## config.mk

```make
export PLATFORM = sky130hd
export DESIGN_NAME = fetch_multi_flat
export DESIGN_NICKNAME = d
export VERILOG_FILES = /design/src/rtl/fetch_multi_if.sv /design/src/rtl/fetch_multi.sv /design/src/flat_wrapper.sv
export SDC_FILE = /design/constraint.sdc
export NUM_CORES = 1
export LEC_CHECK = 0
export BUFFER_PORTS_ARGS = -buffer_cell sky130_fd_sc_hd__buf_2
export CAP_MARGIN = 10
export CORE_AREA = 2 2 222 224
export CTS_CLUSTER_SIZE = 40
export DETAILED_ROUTE_END_ITERATION = 7
export DIE_AREA = 0 0 224 226
export GPL_TIMING_DRIVEN = 0
export PLACE_DENSITY = 0.55
export SYNTH_ARGS = -nofsm -noshare
export SYNTH_HDL_FRONTEND = slang
export SYNTH_SLANG_ARGS = --single-unit
```

## constraint.sdc

```tcl
create_clock -name clk -period 8.8 [get_ports clk]
set_clock_uncertainty 0.05 [all_clocks]
set_input_delay 0.44 -clock clk [delete_from_list [all_inputs] [get_ports clk]]
set_output_delay 0.44 -clock clk [all_outputs]
set_load 0.03 [all_outputs]
```

## src/rtl/fetch_multi_if.sv

```systemverilog
// fetch_multi_if: bundle of every signal between the fetch unit and its
// surroundings (instruction bus, branch predictor, fetch-to-decode FIFO,
// commit-stage redirect, performance counters).
//   master : the fetch unit (drives bus request, FIFO push, jump_wait, perf)
//   slave  : the environment (drives bus ack/data, prediction, FIFO space,
//            redirect)
// Parameters must match those of the fetch_multi instance it is bound to.
interface fetch_multi_if #(
    parameter int ADDR_WIDTH  = 32,
    parameter int INSTR_WIDTH = 32,
    parameter int FETCH_WIDTH = 4
);
    localparam int FREE_W = $clog2(FETCH_WIDTH) + 1;

    // instruction bus
    logic [ADDR_WIDTH-1:0]              bus_addr;
    logic                               bus_read_req;
    logic                               bus_read_ack;
    logic [INSTR_WIDTH*FETCH_WIDTH-1:0] bus_data;
    // branch prediction, valid alongside bus_read_ack
    logic [FETCH_WIDTH-1:0]             bp_taken;
    logic [ADDR_WIDTH-1:0]              bp_target;
    // fetch-to-decode FIFO
    logic [FREE_W-1:0]                  fifo_free;
    logic                               fifo_push;
    logic [FETCH_WIDTH-1:0]             fifo_valid;
    logic [INSTR_WIDTH*FETCH_WIDTH-1:0] fifo_instr;
    logic [ADDR_WIDTH*FETCH_WIDTH-1:0]  fifo_pc;
    logic [FETCH_WIDTH-1:0]             fifo_pred_taken;
    logic                               fifo_exc_misalign;
    // commit-stage redirect
    logic                               redirect_valid;
    logic [ADDR_WIDTH-1:0]              redirect_pc;
    // status and counters
    logic                               jump_wait;
    logic [31:0]                        perf_fetched;
    logic [31:0]                        perf_fifo_stall;

    modport master (
        output bus_addr, bus_read_req,
        input  bus_read_ack, bus_data,
        input  bp_taken, bp_target,
        input  fifo_free,
        output fifo_push, fifo_valid, fifo_instr, fifo_pc, fifo_pred_taken, fifo_exc_misalign,
        input  redirect_valid, redirect_pc,
        output jump_wait, perf_fetched, perf_fifo_stall
    );

    modport slave (
        input  bus_addr, bus_read_req,
        output bus_read_ack, bus_data,
        output bp_taken, bp_target,
        output fifo_free,
        input  fifo_push, fifo_valid, fifo_instr, fifo_pc, fifo_pred_taken, fifo_exc_misalign,
        output redirect_valid, redirect_pc,
        input  jump_wait, perf_fetched, perf_fifo_stall
    );
endinterface

```

## src/rtl/fetch_multi.sv

```systemverilog
// fetch_multi: block-aligned instruction fetch unit, FETCH_WIDTH slots per
// block (power of two, 1..8).
//
// Fetches one aligned block per bus request, masks slots before the PC's
// start slot, truncates after the first predicted-taken slot or unpredicted
// jalr, and packs the surviving slots into the fetch-to-decode FIFO. A
// misaligned PC produces a single exception-tagged slot and parks the unit
// in JUMP_WAIT. Redirects from commit always win; a request already on the
// bus is drained (its data dropped) before a new one is issued.
//
// Ports:
//   clk  - clock, rising edge
//   rst  - asynchronous reset, active low
//   io   - fetch_multi_if.master: bus request/ack/data, branch prediction,
//          FIFO free count and push outputs, redirect, jump_wait, perf
//
// Optional build macro FETCH_PERF_COUNTER_EN: when defined, perf_fetched
// (slots pushed) and perf_fifo_stall (IDLE cycles starved of FIFO space)
// are live 32-bit wrapping counters; otherwise both read as 0.
module fetch_multi #(
    parameter int                    ADDR_WIDTH  = 32,
    parameter int                    INSTR_WIDTH = 32,
    parameter int                    FETCH_WIDTH = 4,
    parameter logic [ADDR_WIDTH-1:0] RESET_PC    = 32'h80000000
) (
    input logic           clk,
    input logic           rst,
    fetch_multi_if.master io
);
    localparam int LOG_FW   = $clog2(FETCH_WIDTH);
    localparam int OFS      = LOG_FW + 2;
    // wide enough to index 0 .. 2*FETCH_WIDTH-1 (start + output slot)
    localparam int IDX_W    = LOG_FW + 1;
    localparam int PC_BUS_W = ADDR_WIDTH * FETCH_WIDTH;
    localparam logic [ADDR_WIDTH-1:0] BLOCK_MASK  = ~ADDR_WIDTH'((64'd1 << OFS) - 64'd1);
    localparam logic [ADDR_WIDTH-1:0] BLOCK_BYTES = ADDR_WIDTH'(4 * FETCH_WIDTH);
    localparam logic [IDX_W-1:0]      FULL_FREE   = IDX_W'(FETCH_WIDTH);
    localparam logic [IDX_W-1:0]      LAST_SLOT   = IDX_W'(FETCH_WIDTH - 1);
    localparam logic [6:0]            OPC_JALR    = 7'b1100111;

    typedef enum logic [1:0] {IDLE, WAIT_ACK, DRAIN, JUMP_WAIT} state_t;

    state_t                  state_reg, state_next;
    logic [ADDR_WIDTH-1:0]   pc_reg, pc_next;
    logic                    req_reg, req_next;
    logic [ADDR_WIDTH-1:0]   addr_reg, addr_next;

    logic [ADDR_WIDTH-1:0]   base;
    logic [IDX_W-1:0]        start_idx;
    // slot views padded to 2*FETCH_WIDTH entries so start+j never leaves range
    logic [INSTR_WIDTH-1:0]  slot_instr [2*FETCH_WIDTH];
    logic [2*FETCH_WIDTH-1:0] slot_taken;
    logic [FETCH_WIDTH-1:0]  slot_stop;
    logic                    stop_found;
    logic [IDX_W-1:0]        stop_idx;
    logic [IDX_W-1:0]        last_idx;
    logic                    stop_is_taken;
    logic [IDX_W-1:0]        src_idx [FETCH_WIDTH];

    logic [FETCH_WIDTH-1:0]             pk_valid;
    logic [INSTR_WIDTH*FETCH_WIDTH-1:0] pk_instr;
    logic [PC_BUS_W-1:0]                pk_pc;
    logic [FETCH_WIDTH-1:0]             pk_taken;
    logic                               block_push;
    logic                               misalign_push;

    assign base = pc_reg & BLOCK_MASK;

    generate
        if (LOG_FW > 0) begin : g_start
            assign start_idx = {1'b0, pc_reg[OFS-1:2]};
        end else begin : g_start_one
            assign start_idx = '0;
        end
    endgenerate

    genvar gi;
    generate
        for (gi = 0; gi < 2*FETCH_WIDTH; gi++) begin : g_slot
            if (gi < FETCH_WIDTH) begin : g_real
                assign slot_instr[gi] = io.bus_data[gi*INSTR_WIDTH +: INSTR_WIDTH];
                assign slot_taken[gi] = io.bp_taken[gi];
            end else begin : g_pad
                assign slot_instr[gi] = '0;
                assign slot_taken[gi] = 1'b0;
            end
        end

        // a slot ends the block if predicted taken or an unpredicted jalr
        for (gi = 0; gi < FETCH_WIDTH; gi++) begin : g_stop
            assign slot_stop[gi] = slot_taken[gi] | (slot_instr[gi][6:0] == OPC_JALR);
        end
    endgenerate

    // first stopping slot at or after the start slot
    always_comb begin
        stop_found = 1'b0;
        stop_idx   = '0;
        for (int i = 0; i < FETCH_WIDTH; i++) begin
            if (!stop_found && (IDX_W'(i) >= start_idx) && slot_stop[i]) begin
                stop_found = 1'b1;
                stop_idx   = IDX_W'(i);
            end
        end
    end

    assign last_idx      = stop_found ? stop_idx : LAST_SLOT;
    assign stop_is_taken = slot_taken[stop_idx];

    // output slot j carries fetched slot start+j
    generate
        for (gi = 0; gi < FETCH_WIDTH; gi++) begin : g_pack
            assign src_idx[gi]  = start_idx + IDX_W'(gi);
            assign pk_valid[gi] = (src_idx[gi] <= last_idx);
            assign pk_instr[gi*INSTR_WIDTH +: INSTR_WIDTH] = slot_instr[src_idx[gi]];
            assign pk_taken[gi] = pk_valid[gi] & slot_taken[src_idx[gi]];
            assign pk_pc[gi*ADDR_WIDTH +: ADDR_WIDTH] = base + ADDR_WIDTH'({src_idx[gi], 2'b00});
        end
    endgenerate

    always_ff @(posedge clk or negedge rst) begin
        if (!rst) begin
            state_reg <= IDLE;
            pc_reg    <= RESET_PC;
            req_reg   <= 1'b0;
            addr_reg  <= '0;
        end else begin
            state_reg <= state_next;
            pc_reg    <= pc_next;
            req_reg   <= req_next;
            addr_reg  <= addr_next;
        end
    end

    always_comb begin
        state_next    = state_reg;
        pc_next       = pc_reg;
        req_next      = req_reg;
        addr_next     = addr_reg;
        block_push    = 1'b0;
        misalign_push = 1'b0;

        case (state_reg)
            IDLE: begin
                if (io.redirect_valid) begin
                    pc_next = io.redirect_pc;
                end else if (pc_reg[1:0] != 2'b00) begin
                    if (io.fifo_free != '0) begin
                        misalign_push = 1'b1;
                        state_next    = JUMP_WAIT;
                    end
                end else if (io.fifo_free == FULL_FREE) begin
                    // only request with room for a full block, so the ack
                    // cycle can always push
                    req_next   = 1'b1;
                    addr_next  = base;
                    state_next = WAIT_ACK;
                end
            end

            WAIT_ACK: begin
                if (io.redirect_valid) begin
                    pc_next = io.redirect_pc;
                    if (io.bus_read_ack) begin
                        req_next   = 1'b0;
                        state_next = IDLE;
                    end else begin
                        state_next = DRAIN;
                    end
                end else if (io.bus_read_ack) begin
                    req_next   = 1'b0;
                    block_push = 1'b1;
                    if (stop_found && stop_is_taken) begin
                        pc_next    = io.bp_target;
                        state_next = IDLE;
                    end else if (stop_found) begin
                        // unpredicted jalr: target unknown until commit redirects
                        state_next = JUMP_WAIT;
                    end else begin
                        pc_next    = base + BLOCK_BYTES;
                        state_next = IDLE;
                    end
                end
            end

            DRAIN: begin
                if (io.redirect_valid) begin
                    pc_next = io.redirect_pc;
                end
                if (io.bus_read_ack) begin
                    req_next   = 1'b0;
                    state_next = IDLE;
                end
            end

            JUMP_WAIT: begin
                if (io.redirect_valid) begin
                    pc_next    = io.redirect_pc;
                    state_next = IDLE;
                end
            end

            default: state_next = IDLE;
        endcase
    end

    assign io.bus_addr          = addr_reg;
    assign io.bus_read_req      = req_reg;
    assign io.fifo_push         = block_push | misalign_push;
    assign io.fifo_valid        = block_push ? pk_valid :
                                  (misalign_push ? FETCH_WIDTH'(1) : '0);
    assign io.fifo_instr        = block_push ? pk_instr : '0;
    assign io.fifo_pc           = block_push ? pk_pc :
                                  (misalign_push ? PC_BUS_W'(pc_reg) : '0);
    assign io.fifo_pred_taken   = block_push ? pk_taken : '0;
    assign io.fifo_exc_misalign = misalign_push;
    assign io.jump_wait         = (state_reg == JUMP_WAIT);

`ifdef FETCH_PERF_COUNTER_EN
    logic [31:0] fetched_reg;
    logic [31:0] stall_reg;
    logic [FETCH_WIDTH-1:0] push_valid;

    assign push_valid = block_push ? pk_valid :
                        (misalign_push ? FETCH_WIDTH'(1) : '0);

    always_ff @(posedge clk or negedge rst) begin
        if (!rst) begin
            fetched_reg <= '0;
            stall_reg   <= '0;
        end else begin
            if (block_push || misalign_push) begin
                fetched_reg <= fetched_reg + 32'($countones(push_valid));
            end
            if ((state_reg == IDLE) && (io.fifo_free < FULL_FREE) && !io.redirect_valid) begin
                stall_reg <= stall_reg + 32'd1;
            end
        end
    end

    assign io.perf_fetched    = fetched_reg;
    assign io.perf_fifo_stall = stall_reg;
`else
    assign io.perf_fetched    = '0;
    assign io.perf_fifo_stall = '0;
`endif

endmodule

```

## src/flat_wrapper.sv

```systemverilog
// flat-port wrapper written by rule: the top's interface ports become plain ports
module fetch_multi_flat 
#(
    parameter int                    ADDR_WIDTH  = 32,
    parameter int                    INSTR_WIDTH = 32,
    parameter int                    FETCH_WIDTH = 4,
    parameter logic [ADDR_WIDTH-1:0] RESET_PC    = 32'h80000000
)
  (clk, rst, io_bus_addr, io_bus_read_req, io_bus_read_ack, io_bus_data, io_bp_taken, io_bp_target, io_fifo_free, io_fifo_push, io_fifo_valid, io_fifo_instr, io_fifo_pc, io_fifo_pred_taken, io_fifo_exc_misalign, io_redirect_valid, io_redirect_pc, io_jump_wait, io_perf_fetched, io_perf_fifo_stall);
  fetch_multi_if #(.ADDR_WIDTH(ADDR_WIDTH), .INSTR_WIDTH(INSTR_WIDTH), .FETCH_WIDTH(FETCH_WIDTH)) io_i ();
  input logic clk;
  input logic rst;
  output wire logic [$bits(io_i.bus_addr)-1:0] io_bus_addr;
  output wire logic [$bits(io_i.bus_read_req)-1:0] io_bus_read_req;
  input wire logic [$bits(io_i.bus_read_ack)-1:0] io_bus_read_ack;
  input wire logic [$bits(io_i.bus_data)-1:0] io_bus_data;
  input wire logic [$bits(io_i.bp_taken)-1:0] io_bp_taken;
  input wire logic [$bits(io_i.bp_target)-1:0] io_bp_target;
  input wire logic [$bits(io_i.fifo_free)-1:0] io_fifo_free;
  output wire logic [$bits(io_i.fifo_push)-1:0] io_fifo_push;
  output wire logic [$bits(io_i.fifo_valid)-1:0] io_fifo_valid;
  output wire logic [$bits(io_i.fifo_instr)-1:0] io_fifo_instr;
  output wire logic [$bits(io_i.fifo_pc)-1:0] io_fifo_pc;
  output wire logic [$bits(io_i.fifo_pred_taken)-1:0] io_fifo_pred_taken;
  output wire logic [$bits(io_i.fifo_exc_misalign)-1:0] io_fifo_exc_misalign;
  input wire logic [$bits(io_i.redirect_valid)-1:0] io_redirect_valid;
  input wire logic [$bits(io_i.redirect_pc)-1:0] io_redirect_pc;
  output wire logic [$bits(io_i.jump_wait)-1:0] io_jump_wait;
  output wire logic [$bits(io_i.perf_fetched)-1:0] io_perf_fetched;
  output wire logic [$bits(io_i.perf_fifo_stall)-1:0] io_perf_fifo_stall;
  assign io_bus_addr = io_i.bus_addr;
  assign io_bus_read_req = io_i.bus_read_req;
  assign io_i.bus_read_ack = io_bus_read_ack;
  assign io_i.bus_data = io_bus_data;
  assign io_i.bp_taken = io_bp_taken;
  assign io_i.bp_target = io_bp_target;
  assign io_i.fifo_free = io_fifo_free;
  assign io_fifo_push = io_i.fifo_push;
  assign io_fifo_valid = io_i.fifo_valid;
  assign io_fifo_instr = io_i.fifo_instr;
  assign io_fifo_pc = io_i.fifo_pc;
  assign io_fifo_pred_taken = io_i.fifo_pred_taken;
  assign io_fifo_exc_misalign = io_i.fifo_exc_misalign;
  assign io_i.redirect_valid = io_redirect_valid;
  assign io_i.redirect_pc = io_redirect_pc;
  assign io_jump_wait = io_i.jump_wait;
  assign io_perf_fetched = io_i.perf_fetched;
  assign io_perf_fifo_stall = io_i.perf_fifo_stall;
  fetch_multi #(.ADDR_WIDTH(ADDR_WIDTH), .INSTR_WIDTH(INSTR_WIDTH), .FETCH_WIDTH(FETCH_WIDTH), .RESET_PC(RESET_PC)) u_core (.clk(clk), .rst(rst), .io(io_i));
endmodule
```

# After elaboration in Yosys (flattened, before gate mapping)

Index checks and enable logic that the tools add are counted.

Multiplexer cells: 66
Equality and inequality tests: 19
Add/subtract/negate cells: 8
Reductions and logical operators: 21
Bitwise logic cells: 15
Magnitude comparators: 17

Operators with widths:

| cell                                                       | count |
|---|---|
| 2-to-1 mux 32 bit                                          | 14 |
| binary-select mux 32 bit (select 3 bit)                    | 4 |
| 2-to-1 mux 128 bit                                         | 2 |
| adder 32 x 5 -> 32 bit                                     | 3 |
| one-hot mux 32 bit (2 select lines)                        | 1 |
| adder 32 x 4 -> 32 bit                                     | 1 |
| adder 32 x 5 -> 32 bit, second input constant              | 1 |
| equality test 7 bit, second input constant                 | 4 |
| 2-to-1 mux 1 bit                                           | 22 |
| 2-to-1 mux 2 bit                                           | 11 |
| greater-or-equal comparator 4 bit, second input constant   | 4 |
| less-than comparator 3 x 4 -> 1 bit, second input constant | 4 |
| binary-select mux 1 bit (select 3 bit)                     | 4 |
| NOT 3 -> 4 bit                                             | 3 |
| less-or-equal comparator 3 bit                             | 3 |
| 2-to-1 mux 3 bit                                           | 3 |
| logical AND 1 bit                                          | 8 |
| 2-to-1 mux 4 bit                                           | 2 |
| inequality test 2 bit, second input constant               | 4 |
| one-hot mux 2 bit (4 select lines)                         | 1 |
| adder 2 x 2 -> 3 bit, second input constant                | 2 |
| inequality test 2 x 1 -> 1 bit, second input constant      | 3 |
| inequality test 3 bit, second input constant               | 2 |
| AND reduction 6 bit                                        | 1 |
| 25 further kinds                                           | 39 |

Bits of input ports: 203
Register bits: 63
Logic and storage cells: 150

# Longest topological paths before layout

Depth in word-level cells: 23
Gate-level depth with buffers: 15
Gate-level depth less buffers: 11

# Least setup slack after synthesis

OpenSTA, ideal clock, no wires.

Kind: reg-to-output
From: register u_core.pc_reg[2]
To: output io_fifo_pred_taken[0]
Arrival: 4.386 ns
Setup slack: 3.924 ns
Stages on the path, launching flop included: 14
Required time: 8.310 ns
Buffers on the path: 4
Cell sequence: dfrtp_1 clkbuf_1 buf_2 buf_1 clkbuf_1 inv_1 ha_1 nand4_1 o21ai_0 a21oi_1 ha_1 a21oi_1 a21oi_1 a2111oi_0

Word-level cells in the longest chain between the ends: 19

Ends and longest elaborated chain:

| element                                                     | RTL line           | source |
|---|---|---|
| start, declared                                             | fetch_multi.sv:44  | `logic [ADDR_WIDTH-1:0] pc_reg, pc_next;` |
| start signal, assigned                                      | fetch_multi.sv:129 | `pc_reg <= pc_next;` |
| greater-or-equal comparator 1 x 2 -> 1 bit                  | fetch_multi.sv:100 | `if (!stop_found && (IDX_W'(i) >= start_idx) && slot_stop[i]) begin` |
| logical AND 1 bit                                           | fetch_multi.sv:100 |  |
| 2-to-1 mux 1 bit                                            | fetch_multi.sv:100 |  |
| logical NOT 1 bit                                           | fetch_multi.sv:100 |  |
| logical AND 1 bit (2 in series)                             | fetch_multi.sv:100 |  |
| 2-to-1 mux 1 bit                                            | fetch_multi.sv:100 |  |
| logical NOT 1 bit                                           | fetch_multi.sv:100 |  |
| logical AND 1 bit (2 in series)                             | fetch_multi.sv:100 |  |
| 2-to-1 mux 1 bit                                            | fetch_multi.sv:100 |  |
| logical NOT 1 bit                                           | fetch_multi.sv:100 |  |
| logical AND 1 bit (2 in series)                             | fetch_multi.sv:100 |  |
| 2-to-1 mux 3 bit / 2-to-1 mux 1 bit (equally long branches) | fetch_multi.sv:100 |  |
| 2-to-1 mux 3 bit                                            | fetch_multi.sv:107 | `assign last_idx = stop_found ? stop_idx : LAST_SLOT;` |
| less-or-equal comparator 2 x 3 -> 1 bit                     | fetch_multi.sv:114 | `assign pk_valid[gi] = (src_idx[gi] <= last_idx);` |
| AND 1 bit *                                                 | fetch_multi.sv:116 | `assign pk_taken[gi] = pk_valid[gi] & slot_taken[src_idx[gi]];` |
| 2-to-1 mux 4 bit *                                          | fetch_multi.sv:215 | `assign io.fifo_pred_taken = block_push ? pk_taken : '0;` |
| end, declared                                               | flat_wrapper.sv:24 | `output wire logic [$bits(io_i.fifo_pred_taken)-1:0] io_fifo_pred_taken;` |

Every way passes the cells marked *; elsewhere a longest branch is shown, timed or not. The select of a mux whose other input is x is not followed.

# Worst setup path after layout

From: register u_core.pc_reg[2]
To: output io_fifo_pred_taken[3]

Word-level cells in the longest chain between the ends: 19

Ends and longest elaborated chain:

| element                                                     | RTL line |
|---|---|
| greater-or-equal comparator 1 x 2 -> 1 bit                  | fetch_multi.sv:100 |
| logical AND 1 bit                                           | fetch_multi.sv:100 |
| 2-to-1 mux 1 bit                                            | fetch_multi.sv:100 |
| logical NOT 1 bit                                           | fetch_multi.sv:100 |
| logical AND 1 bit (2 in series)                             | fetch_multi.sv:100 |
| 2-to-1 mux 1 bit                                            | fetch_multi.sv:100 |
| logical NOT 1 bit                                           | fetch_multi.sv:100 |
| logical AND 1 bit (2 in series)                             | fetch_multi.sv:100 |
| 2-to-1 mux 1 bit                                            | fetch_multi.sv:100 |
| logical NOT 1 bit                                           | fetch_multi.sv:100 |
| logical AND 1 bit (2 in series)                             | fetch_multi.sv:100 |
| 2-to-1 mux 3 bit / 2-to-1 mux 1 bit (equally long branches) | fetch_multi.sv:100 |
| 2-to-1 mux 3 bit                                            | fetch_multi.sv:107 |
| less-or-equal comparator 3 bit                              | fetch_multi.sv:114 |
| AND 1 bit *                                                 | fetch_multi.sv:116 |
| 2-to-1 mux 4 bit *                                          | fetch_multi.sv:215 |

Marks and branches as above.

==> impl_metrics.yaml <==
floorplanning:
  num_rows: 81
  die_w_um: 224
  die_y_um: 226
  die-area_um2: 50600
  core_um2: 48300
  num_io_pins: 567
  start_util_pct: 20.7
critical_path:
  start_kind: "flip-flop"
  critical_path_class: "reg -> out"
  crit_path_end_kind: "output pin"
  cp_data_arrival_time_ns: 6.21
  crit_top_cell: "clkbuf_1"
  crit_buf_inv: 10
  path_cells: "clkbuf_1, buf_2, buf_1, clkbuf_1, inv_1, ha_1, clkbuf_1, clkbuf_1, clkbuf_1, inv_1, ha_1, a21oi_1, a21oi_1, nor3_1, and2_1, buf_2"
  critPathMaxFanout: 10
  slowest_delay_ns: 0.73
  cp_slowest_cell: "clkbuf_1"
  cp_top_family: "buffers and inverters"
  critPathRequiredTime_ns: 8.31
synth:
  synth.area.mux_share_pct: 24.7
  yosys_warnings: 0
  synth-adder-area-share_pct: 2.94
  synth_edf_count: 0
  synth_cells: 1211
  synth_xor_area_share_pct: 8.21
  synth-simple-area-share_pct: 23.6
  synth_seq_cells: 63
  synth_top_family_by_area: "multiplexers"
  netlist_top_cells_area: "dfrtp_1 15%, mux4_2 14%, mux2i_1 6.3%, nor2b_1 6.1%, buf_4 5.8%"
  synth_top_cell_area_share_pct: 15.5
  yosys-top-cells-count: "138 x nor2_1, 98 x nor2b_1, 96 x nand2_1, 79 x clkbuf_1, 77 x buf_4"
  synth_cell_types: 61
  synth_compound_area_share_pct: 13.0
  synth-main-ff-cell: "dfrtp_1"
  netlist.top_cell.by_area: "dfrtp_1"
  ys_async_sr_fraction_pct: 100
  synth_area_um2: 10000
  synth.avg_cell_area_um2: 8.28
  synth_seq_area_share_pct: 15.7
  yosysMostFrequentCell: "nor2_1"
place:
  dp_worst_setup_slack_ns: 2.39
  place_area_um2: 13600
  place_congestion: 0.925
  hpwl_um: 49700
  port_buffers: 491
timing:
  post-route-period-util_pct: 76.1
  slew_headroom_pct: 16.5
  setup_slack_ns: 2.10
  rsz0062_at_grt: "false"
  timing.fmax_mhz: 149
  worstMarginPinSlew_ns: 1.24
  setup_tns_ns: 0
  slew_violations: 0
  setup_viol: 0
  post-route-min-period_ns: 6.70
  finalHoldViolations: 0
global_routing:
  grt_max_degree: 40
  antenna_found_initial: 15
  overflow: 0
  grt_pass1_wl_um: 83200
  grt_pass1_vias: 11800
  grtUsageTotal_pct: 22.8
drt:
  ant_nets: 0
  routed_wl_um: 59700
  vias: 11800
  drt_first_pass_iters: 6
  drc: 0
  routedWlPerCell_um: 24.6
  vias_per_cell: 4.86
  first_iter_violations: 837
clock_tree:
  post_cts_resize_count: 0
  cts_tree: "yes"
  hold_buffers: 1
  postCtsSetupBuffers: 0
  max-clock-path-buffers: 2
  root_buffer: "clkbuf_16"
  clock_latency_ns: 0.37
  clk_pin_slew_worst_paths_ns: 0.06
  numCtsBuffers: 9
  clock-sinks: 63
  htree_levels: 3
finish:
  final_nets: 2016
  drive_gt1_share_pct: 41.1
  largest_reg_flops: 32
  final_cell_area_um2: 13900
  syn_to_final_growth_pct: 38.7
pwr:
  peakVddDrop_v: 0.000137
  p_leak_nw: 6.82
  total_power_mw: 4.17
  powerDensity_nw_per_um2: 300
flow_run:
  cap_violations: 0
hold_path:
  hold_class: "in -> reg"
status:
  status: "complete, no violations"
-- area by class of cell --
type | count | area, um2
inverters | 17 | 63.8
clock buffers | 12 | 246
flip-flops and latches | 63 | 1580
multi-input cells | 1005 | 7540
clock inverters | 4 | 45.0
repair buffers | 495 | 2520
plain buffers | 199 | 1120
fillers | 5278 | 34400
well taps | 622 | 778
diodes | 7 | 17.5
-- power breakdown --
| part | internal, mW | switching [mW] | leakage [nW] |
|---|---|---|---|
| clock network | 0.226 | 0.153 | 0.146 |
| registers | 0.412 | 0.0778 | 0.795 |
| logic | 1.18 | 2.11 | 5.88 |
| total | 1.82 | 2.35 | 6.82 |
-- stage by stage --
step           hold WS [ns]  utilization, %  std cells
3_3_place_gp          0.436            28.0       2397
2_1_floorplan        0.0944               -       1284
3_5_place_dp          0.340            28.1       2399
4_1_cts               0.230            28.7       2416
5_1_grt               0.246            28.7       2418
6_report              0.255            28.8       2424
-- worst paths after layout --
path / from / end / slack [ns] / cells after the start
max in group asynchronous: rst / u_core.pc_reg[31]$_DFFE_PN1P_ / 7.59 / 3
min reg2reg: u_core.io.bus_addr[4]$_DFFE_PN0P_ / u_core.io.bus_addr[4]$_DFFE_PN0P_ / 0.45 / 1
min: io_redirect_pc[29] / u_core.pc_reg[29]$_DFFE_PN0P_ / 0.25 / 3
max: u_core.pc_reg[2]$_DFFE_PN0P_ / io_fifo_pred_taken[3] / 2.10 / 16
min in group asynchronous: rst / u_core.io.bus_addr[17]$_DFFE_PN0P_ / 0.51 / 2
max reg2reg: u_core.pc_reg[2]$_DFFE_PN0P_ / u_core.pc_reg[21]$_DFFE_PN0P_ / 3.22 / 14
-- tightest hold or removal path, delay by kind of cell --
| family | cells | cell delay, ns |
|---|---|---|
| simple gates | 1 | 0.05 |
| buf+inv | 1 | 0.08 |
| compound gates | 1 | 0.06 |
-- routing by layer --
layer / part of all wire [%] / wire length [um] / vias to the layer above / GRT usage [%]
met3: 7.4 / 4440 / 115 / 5.96
met5: 0.20 / 122 / - / 0
met4: 5.2 / 3120 / 18 / 11.7
met2: 50 / 29800 / 630 / 40.7
li1: - / - / 5318 / -
met1: 37 / 22200 / 5710 / 24.9
-- cell families (layout without fill, tap and decap cells) --
logic type,after synthesis,count (layout)
muxes,160,160
adders and majority gates,23,23
DFF,63,63
xor gates and xnor gates,94,94
other,1,81
AOI/OAI and AO/OA,180,180
and+or+nand+nor,474,474
buffers and inverters,216,727
-- placed cells by master, fill, tap and decap left out, types with 26 or more instances in the layout --
| cell | count |
|---|---|
| a211oi_1 | 65 |
| and3_1 | 43 |
| buf_2 | 517 |
| buf_4 | 78 |
| clkbuf_1 | 81 |
| conb_1 | 74 |
| dfrtp_1 | 62 |
| mux2_2 | 31 |
| mux2i_1 | 63 |
| mux4_2 | 64 |
| nand2_1 | 96 |
| nand3_1 | 26 |
| nor2_1 | 138 |
| nor2b_1 | 98 |
| o21ai_0 | 46 |
| xnor2_1 | 45 |
| xor2_1 | 49 |
(Power assumes the default switching activity.)
